File: config.mk
export PLATFORM = sky130hd
export DESIGN_NAME = evg_event_arbiter
export DESIGN_NICKNAME = d
export VERILOG_FILES = /design/src/rtl/evg_pkg.sv /design/src/rtl/evg_rr_pick.sv /design/src/rtl/evg_event_arbiter.sv
export SDC_FILE = /design/constraint.sdc
export NUM_CORES = 1
export LEC_CHECK = 0
export BUFFER_PORTS_ARGS = -buffer_cell sky130_fd_sc_hd__buf_2
export CAP_MARGIN = 20
export CORE_ASPECT_RATIO = 0.7
export CORE_UTILIZATION = 45
export DETAILED_ROUTE_END_ITERATION = 8
export PLACE_DENSITY = 0.83
export REMOVE_ABC_BUFFERS = 1
export SYNTH_ARGS = -nofsm -noshare
export SYNTH_HDL_FRONTEND = slang
export SYNTH_SLANG_ARGS = --single-unit
File: constraint.sdc
create_clock -name evgTxClk -period 6.4 [get_ports evgTxClk]
set_input_delay 1.28 -clock evgTxClk [delete_from_list [all_inputs] [get_ports evgTxClk]]
set_output_delay 1.28 -clock evgTxClk [all_outputs]
set_load 0.05 [all_outputs]
File: src/rtl/evg_pkg.sv
// evg_pkg: event-generator shared event-code width, null code and reserved codes
package evg_pkg;
    localparam int EVCODE_WIDTH = 8;
    typedef logic [EVCODE_WIDTH-1:0] evcode_t;
    localparam evcode_t EVCODE_NULL       = 8'h00;
    localparam evcode_t EVCODE_HEARTBEAT  = 8'h7A;
    localparam evcode_t EVCODE_SEC_SHIFT0 = 8'h70;
    localparam evcode_t EVCODE_SEC_SHIFT1 = 8'h71;
    localparam evcode_t EVCODE_SEC_LATCH  = 8'h7D;
endpackage

File: src/rtl/evg_rr_pick.sv
// evg_rr_pick: first set request bit at or after ptr, wrapping modulo N
//   req   : request vector
//   ptr   : search start index (< N)
//   idx   : index of the selected request
//   found : at least one request bit is set
module evg_rr_pick #(
    parameter int N = 4,
    localparam int IW = $clog2(N)
) (
    input  logic [N-1:0]  req,
    input  logic [IW-1:0] ptr,
    output logic [IW-1:0] idx,
    output logic          found
);
    always_comb begin
        idx = '0;
        found = 1'b0;
        // Walk the offsets downwards so the smallest offset from ptr wins.
        for (int i = N - 1; i >= 0; i--) begin
            logic [IW:0] s;
            logic [IW-1:0] j;
            s = {1'b0, ptr} + (IW+1)'(i);
            j = (s >= (IW+1)'(N)) ? IW'(s - (IW+1)'(N)) : IW'(s);
            if (req[j]) begin
                idx = j;
                found = 1'b1;
            end
        end
    end
endmodule

File: src/rtl/evg_event_arbiter.sv
// evg_event_arbiter: grants one requester per evgTxClk into the registered event-code slot
//   evgTxClk, evgTxReset_n : clock, async active-low reset
//   evgEnable, evgHold     : arbitration enable, formatter owns the slot
//   evgReqValid/Code/Ready : per-requester valid, 8-bit code, one-hot grant
//   evgEventValid/Code     : registered event output (code 0x00 when idle)
//   evgGrantIndex          : registered index of the last granted requester
//   evgDiscardCount        : saturating count of accepted null codes
module evg_event_arbiter
    import evg_pkg::*;
#(
    parameter int REQUESTER_COUNT = 4,
    parameter logic [REQUESTER_COUNT-1:0] PRIORITY_MASK = {{(REQUESTER_COUNT-1){1'b0}}, 1'b1},
    parameter int DISCARD_COUNT_WIDTH = 16,
    parameter string DEBUG = "false",
    localparam int N = REQUESTER_COUNT,
    localparam int IW = $clog2(REQUESTER_COUNT),
    localparam int DW = DISCARD_COUNT_WIDTH
) (
    input  logic                    evgTxClk,
    input  logic                    evgTxReset_n,
    input  logic                    evgEnable,
    input  logic                    evgHold,
    input  logic [N-1:0]            evgReqValid,
    input  logic [EVCODE_WIDTH*N-1:0] evgReqCode,
    output logic [N-1:0]            evgReqReady,
    output logic                    evgEventValid,
    output logic [EVCODE_WIDTH-1:0] evgEventCode,
    output logic [IW-1:0]           evgGrantIndex,
    output logic [DW-1:0]           evgDiscardCount
);
    logic [IW-1:0] ptr_q, grant_idx_q, u_idx, r_idx, g;
    logic u_found, r_found, grant, valid_q;
    evcode_t code, code_q;
    logic [DW-1:0] disc_q;
    logic [N-1:0] ready;

    evg_rr_pick #(.N(N)) u_urgent (
        .req(evgReqValid & PRIORITY_MASK), .ptr('0), .idx(u_idx), .found(u_found)
    );

    evg_rr_pick #(.N(N)) u_rr (
        .req(evgReqValid & ~PRIORITY_MASK), .ptr(ptr_q), .idx(r_idx), .found(r_found)
    );

    // Reset is folded in so ready stays low while reset is asserted.
    always_comb begin
        grant = evgTxReset_n && evgEnable && !evgHold && (u_found || r_found);
        g = u_found ? u_idx : r_idx;
        code = evgReqCode[g*EVCODE_WIDTH +: EVCODE_WIDTH];
        ready = grant ? (N'(1) << g) : '0;
    end

    always_ff @(posedge evgTxClk or negedge evgTxReset_n) begin
        if (!evgTxReset_n) begin
            valid_q <= 1'b0;
            code_q <= EVCODE_NULL;
            grant_idx_q <= '0;
            ptr_q <= '0;
            disc_q <= '0;
        end else begin
            valid_q <= grant && code != EVCODE_NULL;
            code_q <= grant ? code : EVCODE_NULL;
            if (grant) grant_idx_q <= g;
            // Urgent grants leave the round-robin rotation untouched.
            if (grant && !u_found) ptr_q <= (g == IW'(N - 1)) ? '0 : g + 1'b1;
            if (grant && code == EVCODE_NULL && disc_q != '1) disc_q <= disc_q + 1'b1;
        end
    end

    localparam int OW = N + 1 + EVCODE_WIDTH + IW + DW;
    logic [OW-1:0] out_bus;
    assign out_bus = {ready, valid_q, code_q, grant_idx_q, disc_q};

    if (DEBUG == "true") begin : g_dbg
        (* mark_debug = "true" *) logic [OW-1:0] dbg;
        assign dbg = out_bus;
        assign {evgReqReady, evgEventValid, evgEventCode, evgGrantIndex, evgDiscardCount} = dbg;
    end else begin : g_nodbg
        assign {evgReqReady, evgEventValid, evgEventCode, evgGrantIndex, evgDiscardCount} = out_bus;
    end
endmodule

==> results of run 1 <==
where the power goes:
group / total [uW] / internal [uW] / leakage [uW] / switching, uW
sequential: 199 / 192 / 0.000398 / 6.61
combinational: 132 / 45.3 / 0.000814 / 86.2
clock: 148 / 74.8 / 0.0000439 / 73.4
stage by stage:
stage,hold WS [ns],instances
floorplan,0.537,199
global placement,0.459,321
detailed placement,0.476,321
CTS,0.484,329
global route,0.498,329
finish,0.482,329
registers in the layout, summed over array words and instances, names as in the netlist:
signal	flops
ptr_q	2
evgDiscardCount	16
evgEventCode	8
evgEventValid	1
evgGrantIndex	2
logic make-up after synthesis:
| group | count (synthesis) |
|---|---|
| AND/OR/NAND/NOR | 97 |
| XOR/XNOR | 14 |
| flip-flops | 29 |
| AO/OA/AOI/OAI | 42 |
| buffers and inverters | 17 |
| multiplexers | 4 |
| adder cells (fa/ha/maj) | 5 |
final cells by class:
cell class | count | area, sq um | share of cell area (%)
multi-input cells | 162 | 1090 | 46.5
flip-flops and latches | 29 | 726 | 30.8
repair buffers | 70 | 350 | 14.9
clock buffers | 5 | 68.8 | 2.92
well taps | 52 | 65.1 | 2.76
inverters | 8 | 32.5 | 1.38
clock inverters | 3 | 17.5 | 0.744
cell usage in the layout, fill, tap and decap left out, drive strengths merged, types with 2 or more instances in the layout:
cell type   n
buf        70
dfrtp      29
nor2       24
nor3       17
nand2      16
and3       14
nand3      13
xor2       13
o21ai      10
a21boi      8
inv         8
a211oi      5
ha          5
clkbuf      5
o32ai       4
a21oi       3
and4        3
nor2b       3
mux2i       2
and2        2
mux2        2
clkinv      2
a41o        2
worst min path at each step:
stage | cells after the start | start | slack, ns | end
floorplan | 1 | ptr_q[0] | 0.54 | ptr_q[0]
global placement | 2 | evgGrantIndex[1] | 0.46 | evgGrantIndex[1]
detailed placement | 1 | evgDiscardCount[6] | 0.48 | evgDiscardCount[6]
finish | 1 | evgDiscardCount[6] | 0.48 | evgDiscardCount[6]
global route | 1 | evgDiscardCount[6] | 0.50 | evgDiscardCount[6]
CTS | 1 | evgDiscardCount[6] | 0.48 | evgDiscardCount[6]
metal layers:
layer / routed length [microns] / track usage [%] / vias to the layer above / part of all wire (%)
met4: 54 / 6.23 / 0 / 1.2
met1: 2140 / 31.7 / 848 / 47
met2: 2020 / 33.6 / 76 / 44
met5: 0 / 0 / - / 0
met3: 342 / 6.02 / 5 / 7.5
li1: - / - / 881 / -
critical path: stages:
cell and delay (ns):
buf_2 0.52, nand2_1 0.11, a211o_1 0.54, nor2_1 0.18
buf_2 0.28
==> metrics.md, run 1 <==
| Metric | Value |
|---|---|
| Ports | 71 |
| Max Freq | 238 MHz |
| Initial Util | 47.7% |
| Clock transition at path regs | 0.07 ns |
| Routed Antenna Nets | 0 |
| Most area-hungry cell type in the Yosys netlist | dfrtp_1 |
| Core area | 0.00399 sq mm |
| Worst Tran Pin Value | 0.727 ns |
| Peak fanout along the critical path | 30 |
| Initial drt markers | 168 |
| Pwr Total | 478 uW |
| Post-CTS sizing | 0 |
| Max-cap violations | 0 |
| Synth Area in Adders | 3.29% |
| Routed wire length | 4550 microns |
| Mapped Area | 0.00190 sq mm |
| #FFs+latches synth | 29 |
| Fin. Hold Viols | 0 |
| Post-DR wirelength/cell | 13.8 microns |
| Worst path arrival time | 2.93 ns |
| Top FF cell, synth | dfrtp_1 |
| Hold crit path type | flop to flop |
| Diode count | 0 |
| Post-synthesis compound-gate area fraction | 17.1% |
| Final Wtd Congestion | 0.780 |
| # port buffers | 70 |
| Die Area | 0.00450 sq mm |
| CTS H-tree lvls | 2 |
| Die W | 79.7 microns |
| Worst reg2reg path endpoint | evgDiscardCount[6] |
| Area contributors post-synth | dfrtp_1, xor2_1, nor2_1 |
| Fin Clk Skew | 0.00631 ns |
| WP data required | 5.12 ns |
| CP Capture Type | output port |
| Pwr/cell area | 203 mW/mm^2 |
| Post-synth ARST share | 100% |
| Vias in the first global route | 1,651 |
| Sequential-to-total area share from yosys stat | 38.1% |
| Clock period minus worst slack | 4.21 ns |
| Average cell area after synthesis | 9.15 sq um |
| CTS tree | built |
| Max Buffers Root-to-Sink | 2 |
| Final Max Tran Viols | 0 |
| CP startpoint | evgTxReset_n |
| Post-synthesis xor/xnor area fraction | 6.44% |
| Critical path endpoint | evgReqReady[2] |
| Setup violators final | 0 |
| Share of cells above drive strength 1 | 35.0% |
| Setup TNS | 0 ns |
| CTS Hold Buffers Added | 0 |
| Worst vdd ir | 0.0841 mV |
| GRT overflow | 0 |
| Top-area cell type share of the netlist area | 38.1% |
| Number of CTS-inserted buffers | 5 |
| Final setup margin | 2.19 ns |
| R2R Setup Slk | 3.56 ns |
| Leakage | 0.00126 uW |
| Post-synthesis simple-gate area fraction | 28.4% |
| Post-CTS Repair Setup Buffers | 0 |
| Initial DRT Pass Iterations | 4 |
| Pre-CTS setup slack | 2.19 ns |
| Largest net degree at the start of global routing | 31 |
| Overall Global Routing Usage | 22.4% |
| Fin util | 58.9% |
| Filler cells | 344 |
| Die Ht | 56.4 microns |
| RSZ-0062 raised after global routing | false |
| Final Cycle Share | 65.7% |
| Gate Count Post-Synth | 208 |
| Number of flops mapped to enable cells by yosys | 0 |
| Worst R2R Path Depth | 8 |
| FP Rows | 19 |
| Commonest cells post-synth | dfrtp_1, nor2_1, nand2_1 |
| Crit Path Class | input port to output port |
| Reg-to-Reg Start | ptr_q[0] |
| Largest family of logic cells by synthesized area | simple AND/OR/NAND/NOR gates |
| Skew-Pair Late Insertion Delay | 0.28 ns |
| Status | completed |
| Synth unique cells | 53 |
| Initial antenna violation count | 0 |
| First-pass GRT wire length | 7770 microns |
| Clock sink total | 29 |
| Detailed-route via count | 1,810 |
| DP Wirelength | 3350 microns |
| # DRC | 0 |
| Most common cell in the netlist | dfrtp_1 |
| Nets | 321 |
| CTS root buf | clkbuf_8 |
| Yosys warnings | 0 |
| Area delta synth->final | 23.7% |
| Relative slew slack | 51.5% |
| Placed inst area | 0.00227 sq mm |
| Final instance area | 0.00235 sq mm |
| Worst Setup Start Kind | input port |
| Vias per cell | 5.50 |
| Mux cell area share after synthesis | 2.24% |
Note: power is estimated with default switching activity, not from simulation.
==> run 2, diff against run 1 <==
CORE_UTILIZATION = 44   (was 45)
PLACE_DENSITY = 0.84   (was 0.83)
clock period = 3.6 ns   (was 6.4 ns; I/O delays follow)
==> metrics.md, run 2 (synthesized netlist as in run 1, its figures left out) <==
| Metric | Value |
|---|---|
| Detailed-route via count | 1,822 |
| # port buffers | 70 |
| Pwr/cell area | 365 mW/mm^2 |
| Int Pwr | 575 uW |
| GRT overflow | 0 |
| Initial antenna violation count | 0 |
| Net Sw Frac | 33.2% |
| Comb power frac | 27.6% |
| Max-cap violations | 0 |
| Pre-CTS setup slack | 0.550 ns |
| Hold crit path type | flop to flop |
| Leakage | 0.00126 uW |
| First-pass GRT wire length | 8050 microns |
| Largest net degree at the start of global routing | 30 |
| Share of power burned in registers | 41.0% |
| CP Capture Type | output port |
| CTS H-tree lvls | 2 |
| Die Area | 0.00460 sq mm |
| Worst vdd ir | 0.183 mV |
| Routed Antenna Nets | 0 |
| Initial Util | 47.1% |
| Top delay family on crit path | buffers and inverters |
| Filler cells | 370 |
| Clock period minus worst slack | 2.88 ns |
| Final setup margin | 0.724 ns |
| Fin Clk Skew | 0.00249 ns |
| Placed inst area | 0.00227 sq mm |
| DP Wirelength | 3820 microns |
| Commonest non-fill, non-tap cell in the layout | buf_2 |
| Final Max Tran Viols | 0 |
| Met1 Resource Use GR | 32.3% |
| Clock transition at path regs | 0.06 ns |
| Die Ht | 57.0 microns |
| Peak fanout along the critical path | 18 |
| Psw | 286 uW |
| Setup TNS | 0 ns |
| Initial DRT Pass Iterations | 4 |
| Setup violators final | 0 |
| CTS Hold Buffers Added | 0 |
| Max Freq | 348 MHz |
| Fin. Hold Viols | 0 |
| Crit path cell chain | buf_2 -> nand2b_1 -> a21oi_1 -> nor2_4 -> inv_4 -> ha_1 -> inv_1 -> nor2_1 -> buf_2 |
| Commonest cells after routing, fill and taps aside | buf_2, dfrtp_1, nor2_1 |
| Skew-Pair Late Insertion Delay | 0.28 ns |
| Die W | 80.6 microns |
| GRT Max-Usage Layer | met2 |
| CTS tree | built |
| Max Buffers Root-to-Sink | 2 |
| Most used cell, CP | buf_2 |
| Vias in the first global route | 1,735 |
| Routed wire length | 4850 microns |
| RSZ-0062 raised after global routing | false |
| Post-CTS Repair Setup Buffers | 0 |
| Buf/Inv on CP | 4 |
| Ports | 71 |
| Met2 usage | 34.9% |
| Multi-input gate area | 0.00109 sq mm |
| Worst path max stage delay | 0.30 ns |
| Clock power share | 31.3% |
| FP Rows | 19 |
| CTS root buf | clkbuf_8 |
| Vias per cell | 5.54 |
| Nets | 322 |
| Worst Tran Pin Value | 0.695 ns |
| Share of cells above drive strength 1 | 34.7% |
| Max FFs per register | 16 |
| Met3 global-route usage | 7.84% |
| Register area | 726 sq um |
| Overall Global Routing Usage | 23.6% |
| Final Wtd Congestion | 0.900 |
| Diode count | 0 |
| Initial drt markers | 137 |
| Core area | 0.00404 sq mm |
| Post-CTS sizing | 0 |
| Pwr Total | 861 uW |
| Post-DR wirelength/cell | 14.7 microns |
| Clock sink total | 29 |
| Fin util | 58.4% |
| Final instance area | 0.00236 sq mm |
| CP max stage cell | a21oi_1 |
| Worst Setup Start Kind | input port |
| Area delta synth->final | 24.1% |
| Worst path arrival time | 2.16 ns |
| WP data required | 2.88 ns |
| Relative slew slack | 53.7% |
| Status | completed |
| Number of CTS-inserted buffers | 5 |
| Final Cycle Share | 79.9% |
| # DRC | 0 |
| Crit Path Class | input port to output port |
run 2: final timing paths:
path | startpoint | to | cells past startpoint | slack (ns)
worst max-delay path | evgReqValid[2] | evgReqReady[0] | 9 | 0.72
worst min-delay path | evgGrantIndex[1] | evgGrantIndex[1] | 2 | 0.48
worst max register to register | ptr_q[0] | evgDiscardCount[15] | 8 | 0.82
worst min register to register | evgGrantIndex[1] | evgGrantIndex[1] | 2 | 0.48
max in group asynchronous | evgTxReset_n | ptr_q[0] | 2 | 2.83
min in group asynchronous | evgTxReset_n | evgDiscardCount[11] | 2 | 0.50
run 2: stage by stage:
step                hold WS, ns  std cells
global route              0.500        329
detailed placement        0.471        322
finish                    0.477        329
CTS                       0.484        329
floorplan                 0.424        199
global placement          0.461        322
run 2: area by class of cell:
type / instances / area share (%)
Sequential cell: 29 / 30.7
Inverter: 8 / 1.38
Tap cell: 52 / 2.76
Clock buffer: 7 / 3.66
Timing Repair Buffer: 71 / 15.2
Multi-Input combinational cell: 162 / 46.3
run 2: power groups by stage:
stage          clock network [uW]  registers [uW]  logic [uW]
5_1_grt                       293             355         260
3_3_place_gp                    0             359         230
2_1_floorplan                   0             393         128
4_1_cts                       275             353         237
6_report                      270             353         238
3_5_place_dp                    0             359         237
run 2: worst reg2reg max path, cell delays in order, from the launching register on:
cell and delay, ns:
dfrtp_1 0.42, nor2b_2 0.19, o21ai_2 0.55, a21boi_0 0.26, o32ai_1 0.36, and4_4 0.29
nand4_4 0.22, nor2_1 0.23, xor2_1 0.18
run 2: layer usage:
metal | wire length (microns) | up-vias
li1 | - | 890
met5 | 0 | -
met3 | 357 | 8
met2 | 2250 | 74
met4 | 85 | 0
met1 | 2160 | 850
